[config.mk]
export PLATFORM = sky130hd
export DESIGN_NAME = ysyx_lsu
export DESIGN_NICKNAME = d
export VERILOG_FILES = /design/src/rtl/ysyx_lsu.sv
export SDC_FILE = /design/constraint.sdc
export NUM_CORES = 1
export LEC_CHECK = 0
export ABC_AREA = 1
export CELL_PAD_IN_SITES_DETAIL_PLACEMENT = 2
export CELL_PAD_IN_SITES_GLOBAL_PLACEMENT = 2
export CORE_AREA = 2 2 136 138
export DETAILED_ROUTE_END_ITERATION = 10
export DIE_AREA = 0 0 138 140
export DONT_BUFFER_PORTS = 1
export PLACE_DENSITY_LB_ADDON = 0.1
export SYNTH_ARGS = -nofsm -noshare
export SYNTH_HDL_FRONTEND = slang
export SYNTH_SLANG_ARGS = --single-unit
[constraint.sdc]
create_clock -name clk -period 2.2 [get_ports clk]
set_input_delay 0.44 -clock clk [delete_from_list [all_inputs] [get_ports clk]]
set_output_delay 0.44 -clock clk [all_outputs]
set_load 0.02 [all_outputs]
[src/rtl/ysyx_lsu.sv]
// Load/store unit: turns one EXU memory request into a single AXI4-Lite-style
// read or write transaction, with lane alignment and load extension.
module ysyx_lsu #(
    parameter int unsigned BIT_W = 32
) (
    input  logic             clk,
    input  logic             rst,
    input  logic             lsu_avalid,
    input  logic [BIT_W-1:0] lsu_addr,
    input  logic             lsu_ren,
    input  logic             lsu_wen,
    input  logic [3:0]       lsu_op,
    input  logic [BIT_W-1:0] lsu_wdata,
    output logic [BIT_W-1:0] lsu_rdata_o,
    output logic             lsu_rvalid_o,
    output logic             lsu_wready_o,
    output logic             lsu_err_o,
    output logic [BIT_W-1:0] bus_araddr_o,
    output logic             bus_arvalid_o,
    input  logic             bus_arready,
    input  logic [BIT_W-1:0] bus_rdata,
    input  logic [1:0]       bus_rresp,
    input  logic             bus_rvalid,
    output logic             bus_rready_o,
    output logic [BIT_W-1:0] bus_awaddr_o,
    output logic             bus_awvalid_o,
    input  logic             bus_awready,
    output logic [BIT_W-1:0] bus_wdata_o,
    output logic [3:0]       bus_wstrb_o,
    output logic             bus_wvalid_o,
    input  logic             bus_wready,
    input  logic [1:0]       bus_bresp,
    input  logic             bus_bvalid,
    output logic             bus_bready_o
);

    localparam int unsigned OP_W   = 3;
    localparam int unsigned STRB_W = 4;

    typedef enum logic [2:0] {
        S_IDLE,
        S_RD_A,
        S_RD_D,
        S_WR,
        S_WR_B,
        S_RESP
    } state_e;

    state_e             state_q, state_d;
    logic [BIT_W-1:0]   addr_q, addr_d;
    logic [OP_W-1:0]    op_q, op_d;
    logic [BIT_W-1:0]   rdata_q, rdata_d;
    logic               rvalid_q, rvalid_d;
    logic               wready_q, wready_d;
    logic               err_q, err_d;
    logic               arvalid_q, arvalid_d;
    logic               rready_q, rready_d;
    logic               awvalid_q, awvalid_d;
    logic               wvalid_q, wvalid_d;
    logic [BIT_W-1:0]   wdata_q, wdata_d;
    logic [STRB_W-1:0]  wstrb_q, wstrb_d;
    logic               bready_q, bready_d;

    logic               unused_op3;
    assign unused_op3 = lsu_op[3];

    // State and all output registers
    always_ff @(posedge clk) begin
        if (rst) begin
            state_q   <= S_IDLE;
            addr_q    <= '0;
            op_q      <= '0;
            rdata_q   <= '0;
            rvalid_q  <= 1'b0;
            wready_q  <= 1'b0;
            err_q     <= 1'b0;
            arvalid_q <= 1'b0;
            rready_q  <= 1'b0;
            awvalid_q <= 1'b0;
            wvalid_q  <= 1'b0;
            wdata_q   <= '0;
            wstrb_q   <= '0;
            bready_q  <= 1'b0;
        end else begin
            state_q   <= state_d;
            addr_q    <= addr_d;
            op_q      <= op_d;
            rdata_q   <= rdata_d;
            rvalid_q  <= rvalid_d;
            wready_q  <= wready_d;
            err_q     <= err_d;
            arvalid_q <= arvalid_d;
            rready_q  <= rready_d;
            awvalid_q <= awvalid_d;
            wvalid_q  <= wvalid_d;
            wdata_q   <= wdata_d;
            wstrb_q   <= wstrb_d;
            bready_q  <= bready_d;
        end
    end

    // Next-state and next-output logic
    always_comb begin
        logic             is_h;
        logic             is_w;
        logic             bad;
        logic             aw_pend;
        logic             w_pend;
        logic [3:0]       strb_base;
        logic [BIT_W-1:0] rshift;
        logic [BIT_W-1:0] ld_val;

        state_d   = state_q;
        addr_d    = addr_q;
        op_d      = op_q;
        rdata_d   = rdata_q;
        rvalid_d  = 1'b0;
        wready_d  = 1'b0;
        err_d     = 1'b0;
        arvalid_d = arvalid_q;
        rready_d  = rready_q;
        awvalid_d = awvalid_q;
        wvalid_d  = wvalid_q;
        wdata_d   = wdata_q;
        wstrb_d   = wstrb_q;
        bready_d  = bready_q;

        is_h      = (lsu_op[1:0] == 2'b01);
        is_w      = lsu_op[1];
        bad       = (is_h && lsu_addr[0]) || (is_w && (lsu_addr[1:0] != 2'b00))
                    || (lsu_ren == lsu_wen);
        aw_pend   = awvalid_q && !bus_awready;
        w_pend    = wvalid_q && !bus_wready;
        strb_base = is_w ? 4'b1111 : (is_h ? 4'b0011 : 4'b0001);

        // Right-justify the addressed lanes, then extend by funct3
        rshift = bus_rdata >> {addr_q[1:0], 3'b000};
        case (op_q)
            3'b000:  ld_val = {{24{rshift[7]}}, rshift[7:0]};
            3'b001:  ld_val = {{16{rshift[15]}}, rshift[15:0]};
            3'b100:  ld_val = {24'b0, rshift[7:0]};
            3'b101:  ld_val = {16'b0, rshift[15:0]};
            default: ld_val = rshift;
        endcase

        case (state_q)
            S_IDLE: begin
                if (lsu_avalid) begin
                    addr_d = lsu_addr;
                    op_d   = lsu_op[OP_W-1:0];
                    if (bad) begin
                        state_d  = S_RESP;
                        err_d    = 1'b1;
                        wready_d = lsu_wen;
                        rvalid_d = !lsu_wen;
                    end else if (lsu_ren) begin
                        state_d   = S_RD_A;
                        arvalid_d = 1'b1;
                    end else begin
                        state_d   = S_WR;
                        awvalid_d = 1'b1;
                        wvalid_d  = 1'b1;
                        wstrb_d   = strb_base << lsu_addr[1:0];
                        if (is_w)      wdata_d = lsu_wdata;
                        else if (is_h) wdata_d = {2{lsu_wdata[15:0]}};
                        else           wdata_d = {4{lsu_wdata[7:0]}};
                    end
                end
            end
            S_RD_A: begin
                if (bus_arready) begin
                    arvalid_d = 1'b0;
                    rready_d  = 1'b1;
                    state_d   = S_RD_D;
                end
            end
            S_RD_D: begin
                if (bus_rvalid) begin
                    rready_d = 1'b0;
                    rvalid_d = 1'b1;
                    err_d    = (bus_rresp != 2'b00);
                    if (bus_rresp == 2'b00) rdata_d = ld_val;
                    state_d  = S_RESP;
                end
            end
            S_WR: begin
                // Address and data channels retire independently
                awvalid_d = aw_pend;
                wvalid_d  = w_pend;
                if (!aw_pend && !w_pend) begin
                    bready_d = 1'b1;
                    state_d  = S_WR_B;
                end
            end
            S_WR_B: begin
                if (bus_bvalid) begin
                    bready_d = 1'b0;
                    wready_d = 1'b1;
                    err_d    = (bus_bresp != 2'b00);
                    state_d  = S_RESP;
                end
            end
            S_RESP: begin
                state_d = S_IDLE;
            end
            default: begin
                state_d = S_IDLE;
            end
        endcase
    end

    assign lsu_rdata_o   = rdata_q;
    assign lsu_rvalid_o  = rvalid_q;
    assign lsu_wready_o  = wready_q;
    assign lsu_err_o     = err_q;
    assign bus_araddr_o  = addr_q;
    assign bus_arvalid_o = arvalid_q;
    assign bus_rready_o  = rready_q;
    assign bus_awaddr_o  = addr_q;
    assign bus_awvalid_o = awvalid_q;
    assign bus_wdata_o   = wdata_q;
    assign bus_wstrb_o   = wstrb_q;
    assign bus_wvalid_o  = wvalid_q;
    assign bus_bready_o  = bready_q;

endmodule

[After elaboration in Yosys (flattened, before gate mapping)]
Cells that the tools add are included.
Word-level totals
  bits in registers: 114
  bits of input ports: 114
  output and inout port bits: 140
  word-level logic and storage cells: 107
Operators by class
  equal/unequal tests: 17
  shift-type cells: 2
  multiplexer cells: 42
  bitwise logic cells: 2
  reduce and logical (&&, ||, !) cells: 30
Operators with widths (number)
  $pmux W32 S4: 1
  $mux W32: 2
  $shr A32 B5 Y32: 1
  $mux W1: 21
  $mux W3: 6
  $ne A2 B2 Y1 const B: 8
  $pmux W3 S5: 1
  $pmux W1 S2: 7
  $reduce_bool A2 Y1: 7
  $reduce_and A5 Y1: 2
  $eq A3 B3 Y1 const B: 3
  $reduce_and A3 Y1: 3
  $reduce_and A4 Y1: 2
  $eq A3 B1 Y1 const B: 2
  $eq A3 B2 Y1 const B: 2
  $logic_not A3 Y1: 2
  $logic_and A1 B1 Y1: 5
  $logic_not A1 Y1: 5
  $mux W2: 2
  $mux W4: 1
  $shl A4 B2 Y4: 1
  $pmux W1 S3: 1
  $eq A2 B1 Y1 const B: 1
  $logic_not A2 Y1: 1
  other kinds (4): 6

[Logic depth before layout (Yosys ltp)]
Gate-level depths: netlist of the first run.
  word-level depth: 7
  gate-level depth with buffers: 11
  mapped depth without buffers: 9

[Least setup slack after synthesis of the first run]
Ideal clock, no wire load.
  path kind: reg-to-reg
  from: register addr_q[1], in the netlist bus_araddr_o[1]
  to: register rdata_q[13], in the netlist lsu_rdata_o[13]
  setup time: 109 ps
  arrival time: 1334 ps
  data required time: 2091 ps
  slack: 757 ps
  cell stages (with the launch flop): 8
  buffers on the path: 2
  period minus slack after synthesis: 1443 ps
  cell sequence: dfxtp_1 -> buf_2 -> clkbuf_1 -> o21ai_0 -> nand3_1 -> nand3_1 -> nand2_1 -> inv_1
On the way
  cells in the longest elaborated chain, start to end: 2
RTL lines
  from (decl): RTL line 50  | logic [BIT_W-1:0] addr_q, addr_d;
  from (signal assigned): RTL line 86  | addr_q <= addr_d;
  $shr A32 B5 Y32: RTL line 137  | rshift = bus_rdata >> {addr_q[1:0], 3'b000};
  $pmux W32 S4: RTL line 138  | case (op_q)
  to (signal assigned): RTL line 88  | rdata_q <= rdata_d;
  to (decl): RTL line 52  | logic [BIT_W-1:0] rdata_q, rdata_d;
No other way between the ends.
A chain may end at the register's enable or synchronous reset.

[Final worst setup path of the first run]
  from: register addr_q[0], in the netlist bus_araddr_o[0]
  to: register rdata_q[23], in the netlist lsu_rdata_o[23]
Same word-level chain as after synthesis.

==> results of run 1 <==
==> cells by family (layout without fill, tap and decap cells) <==
kind of cell           Yosys count  in the layout  synth area share
AOI/OAI and AO/OA              127            127             0.109
buffers and inverters          161            125             0.138
DFF                            114            114             0.384
other                            0              1                 0
and+or+nand+nor                512            512             0.368
==> synth_stat cells (all sizes together) <==
library cell and number:
nor2 242, nand2 176, dfxtp 114, o21ai 93, inv 78, buf 70
nand3 46, nand4 32, a21oi 30, clkbuf 13, and2 8, nor3 7
o21bai 2, nand3b 1, o211ai 1, o22ai 1
==> worst max-delay path: stages (launching register included) <==
cell	delay [ps]
dfxtp_2	330
buf_4	470
nand2_1	110
nand3_1	140
nand3_2	200
nand2_1	300
nor2_1	90
nor2_1	90
==> registers in the layout, summed over array words and instances (netlist names) <==
| register | flops |
|---|---|
| bus_awvalid_o | 1 |
| lsu_wready_o | 1 |
| bus_araddr_o | 32 |
| bus_arvalid_o | 1 |
| bus_bready_o | 1 |
| state_q | 3 |
| bus_wvalid_o | 1 |
| bus_rready_o | 1 |
| bus_wstrb_o | 4 |
| lsu_rdata_o | 32 |
| op_q | 3 |
| bus_wdata_o | 32 |
| lsu_rvalid_o | 1 |
| lsu_err_o | 1 |
==> report_power, final <==
part / total, mW / internal (mW) / switching (mW) / leakage [nW]
Combinational: 2.00 / 0.575 / 1.42 / 1.69
Clock: 3.16 / 2.15 / 1.01 / 0.315
Sequential: 3.27 / 2.40 / 0.866 / 0.929
==> path summary, 6_finish.rpt <==
path | endpoint | slack, ps | cells past startpoint
max | lsu_rdata_o[23] | 380 | 7
min | lsu_err_o | 100 | 1
max reg2reg | lsu_rdata_o[23] | 380 | 7
min reg2reg | op_q[2] | 480 | 2
==> routing by layer <==
metal / share of wire / global-route usage
met1: 0.40 / 0.231
met2: 0.50 / 0.376
met3: 0.087 / 0.0916
met4: 0.015 / 0.0687
met5: 0.00063 / 0
==> final cells by class <==
type | instances | share of cell area
Inverter | 78 | 0.0451
Sequential cell | 114 | 0.351
Antenna cell | 1 | 0.000385
Timing Repair Buffer | 15 | 0.0193
Clock buffer | 19 | 0.0682
Tap cell | 229 | 0.0441
Clock inverter | 13 | 0.0358
Multi-Input combinational cell | 639 | 0.436
==> flow_summary.json, run 1 <==
{
  "antenna_found_initial": 2,
  "ys_top_cells_by_area": "dfxtp_1 38%, nor2_1 15%, nand2_1 11%",
  "startpoint": "bus_araddr_o[0]",
  "regArea_um2": 2280,
  "overflow": 0,
  "dp.cells": 1075,
  "io_buffers": 0,
  "crit_fanout": 50,
  "synth_area_per_cell_um2": 6.49,
  "cts_tree": "done",
  "leakagePower_nw": 2.94,
  "place_ws_ps": 336,
  "ant_nets": 0,
  "synth_top_cell_area_share": 0.384,
  "h-tree-depth": 4,
  "vias": 5686,
  "start_util": 0.334,
  "cap_violations": 0,
  "ys_warn_count": 0,
  "avgRoutedWirePerCell_um": 18.6,
  "min_period_ps": 1820,
  "hp-class": "in2reg",
  "drive_gt1_frac": 0.0809,
  "tightest_slew_ps": 572,
  "track_usage": 0.213,
  "slew_headroom": 0.617,
  "ys_types": 28,
  "synth_area_um2": 5940,
  "yosysTopAreaCell": "dfxtp_1",
  "cts.sinks": 114,
  "ys_seq_elements": 114,
  "p_per_area_nw_per_um2": 1300,
  "layout.nets": 979,
  "finalMaxSlewViolations": 0,
  "clock_latency_ps": 410,
  "multi_input_area_um2": 2830,
  "design.core.area_um2": 17800,
  "status": "complete, no violations",
  "cts_resized": 0,
  "synth_nets": 1028,
  "pin_count": 254,
  "design.die.area_um2": 19300,
  "cts_buffer_depth": 2,
  "worst_ep_required_time_ps": 2550,
  "postSynthCellCount": 914,
  "layoutNonFillerInstCount": 1108,
  "peakVddDrop_mv": 0.558,
  "synth-seq-area-share": 0.384,
  "drcViolationCount": 0,
  "drt_iter0_markers": 170,
  "fin_hold_ws_ps": 101,
  "worstHoldStart": "rst",
  "grt_pass1_wl_um": 33200,
  "max_freq_mhz": 550,
  "critPathCaptureType": "flop",
  "period_share": 0.826,
  "grt_max_degree": 51,
  "gp_congestion": 0.853,
  "crit_type": "reg2reg",
  "setup_viol_count_final": 0,
  "fin_area_um2": 6500,
  "finalWirelength_um": 20600,
  "start_kind": "flop",
  "drtPass1Iterations": 4,
  "viasPerCell": 5.13,
  "die_x_um": 138,
  "reg2reg_from": "bus_araddr_o[0]",
  "fin_setup_tns_ps": 0,
  "postCtsSetupBuffers": 0,
  "rows": 49,
  "dp_hpwl_um": 15300,
  "die_h_um": 140,
  "finalPower_mw": 8.43,
  "clkTransAtPathRegs_ps": 50,
  "cts_inserted_buffers": 17,
  "skew_ps": 8.40,
  "final_common_cell": "nor2_1",
  "cp.arrival_ps": 2160,
  "syn_to_final_growth_pct": 9.46,
  "layout_common_cells": "235 x nor2_1, 172 x nand2_1, 113 x dfxtp_1",
  "grt_pass1_vias": 6261,
  "fin_ws_ps": 382,
  "placed_area_um2": 5820,
  "finalHoldViolCount": 0,
  "cts-root-buf": "clkbuf_16",
  "post-route-util": 0.365,
  "nFillCells": 2166,
  "rsz0062_at_grt": "no",
  "hold_buffers": 0
}
Note: power is estimated with default switching activity, not from simulation.
==> run 2, diff against run 1 <==
--- a/config.mk
+++ b/config.mk
@@ -8,9 +8,9 @@
 export ABC_AREA = 1
 export CELL_PAD_IN_SITES_DETAIL_PLACEMENT = 2
 export CELL_PAD_IN_SITES_GLOBAL_PLACEMENT = 2
-export CORE_AREA = 2 2 136 138
+export CORE_AREA = 2 2 140 142
 export DETAILED_ROUTE_END_ITERATION = 10
-export DIE_AREA = 0 0 138 140
+export DIE_AREA = 0 0 142 144
 export DONT_BUFFER_PORTS = 1
 export PLACE_DENSITY_LB_ADDON = 0.1
 export SYNTH_ARGS = -nofsm -noshare
==> constraint.sdc (replaced) <==
create_clock -name clk -period 1.9 [get_ports clk]
set_input_delay 0.38 -clock clk [delete_from_list [all_inputs] [get_ports clk]]
set_output_delay 0.38 -clock clk [all_outputs]
set_load 0.02 [all_outputs]
==> flow_summary.json, run 2 (synthesis results as in run 1) <==
{
  "status": "complete, no violations",
  "vias": 5755,
  "cts.sinks": 114,
  "design.core.area_um2": 19100,
  "viasPerCell": 5.14,
  "design.die.area_um2": 20400,
  "skew_ps": 8.88,
  "drcViolationCount": 0,
  "cts-root-buf": "clkbuf_16",
  "ant_nets": 0,
  "grt_pass1_wl_um": 32900,
  "layout_common_cells": "235 x nor2_1, 172 x nand2_1, 113 x dfxtp_1",
  "drt_iter0_markers": 210,
  "max_freq_mhz": 587,
  "period_share": 0.896,
  "gp_congestion": 0.865,
  "drive_gt1_frac": 0.0873,
  "avgRoutedWirePerCell_um": 18.6,
  "tightest_slew_ps": 596,
  "nFillCells": 2310,
  "grt_max_degree": 78,
  "p_per_area_nw_per_um2": 1450,
  "finalMaxSlewViolations": 0,
  "crit_type": "reg2out",
  "die_x_um": 142,
  "min_period_ps": 1700,
  "peakVddDrop_mv": 0.679,
  "layout.nets": 984,
  "finalHoldViolCount": 0,
  "critPathCaptureType": "output port",
  "start_kind": "flop",
  "cts_inserted_buffers": 17,
  "worst_ep_required_time_ps": 1520,
  "crit_fanout": 17,
  "final_common_cell": "nor2_1",
  "grt_pass1_vias": 6352,
  "clkTransAtPathRegs_ps": 60,
  "fin_ws_ps": 197,
  "cts_tree": "done",
  "finalWirelength_um": 20900,
  "hp-class": "in2reg",
  "fin_setup_tns_ps": 0,
  "die_h_um": 144,
  "cap_violations": 0,
  "pin_count": 254,
  "track_usage": 0.206,
  "rows": 51,
  "fin_hold_ws_ps": 40.5,
  "setup_viol_count_final": 0,
  "io_buffers": 0,
  "clock_latency_ps": 420,
  "n_antenna_cell": 0,
  "leakagePower_nw": 2.93,
  "overflow": 0,
  "cp.arrival_ps": 1320,
  "slew_headroom": 0.601,
  "start_util": 0.311,
  "post-route-util": 0.342,
  "place_ws_ps": 119,
  "dp_hpwl_um": 15500,
  "drtPass1Iterations": 5,
  "h-tree-depth": 4,
  "finalPower_mw": 9.49,
  "rsz0062_at_grt": "no",
  "cts_buffer_depth": 2,
  "syn_to_final_growth_pct": 9.91,
  "antenna_found_initial": 0
}
run 2: cell count changes in the layout (fill, tap and decap cells not counted), sizes merged:
cell / before / now
buf: 15 / 20
bufinv: 6 / 3
clkbuf: 19 / 18
clkinv: 3 / 4
clkinvlp: 4 / 7
diode: 1 / 0
inv: 78 / 77
run 2: per-stage QoR:
| stage | std cells | cell area, µm² |
|---|---|---|
| 4_1_cts | 1116 | 6490 |
| 2_1_floorplan | 914 | 5940 |
| 5_1_grt | 1120 | 6520 |
| 3_5_place_dp | 1085 | 5890 |
| 3_3_place_gp | 1085 | 5890 |
| 6_report | 1120 | 6520 |
run 2: what timing repair did:
action                                  in CTS  in global routing
buffers inserted                             0                  4
endpoints found under the setup margin       0                  9
hold buffers                                 0                  0
resized for setup                            0                  1
run 2: layer usage:
layer | vias to the layer above | GRT usage | share of wire | wire length [µm]
li1 | 2765 | - | - | -
met1 | 2806 | 0.223 | 0.40 | 8310
met2 | 160 | 0.368 | 0.50 | 10400
met3 | 24 | 0.0884 | 0.085 | 1780
met4 | 0 | 0.0563 | 0.017 | 346
met5 | - | 0 | 0 | 0
run 2: worst paths after layout:
| check | start | end | slack, ps | cells past startpoint |
|---|---|---|---|---|
| max reg2reg | state_q[0] | bus_wstrb_o[2] | 230 | 7 |
| max | bus_araddr_o[1] | bus_araddr_o[1] | 200 | 2 |
| min | rst | lsu_rvalid_o | 40 | 1 |
| min reg2reg | op_q[2] | op_q[2] | 470 | 2 |
run 2: layout make-up:
type,count,area [µm²],share of cell area
inverters,78,297,0.0455
clock buffers,18,439,0.0673
flip-flops and latches,114,2280,0.350
repair buffers,20,213,0.0326
well taps,238,298,0.0456
clock inverters,13,163,0.0249
multi-input cells,639,2830,0.434
run 2: worst max-delay path, stage by stage, from the launching register on:
cell and delay [ps]:
dfxtp_1 410, buf_4 240, buf_4 250
run 2: power breakdown:
part,total [mW],switching [mW],leakage [nW],internal (mW)
clock network,3.30,1.22,0.276,2.08
logic,2.40,1.66,1.73,0.743
registers,3.78,1.00,0.929,2.78
total,9.49,3.88,2.93,5.61
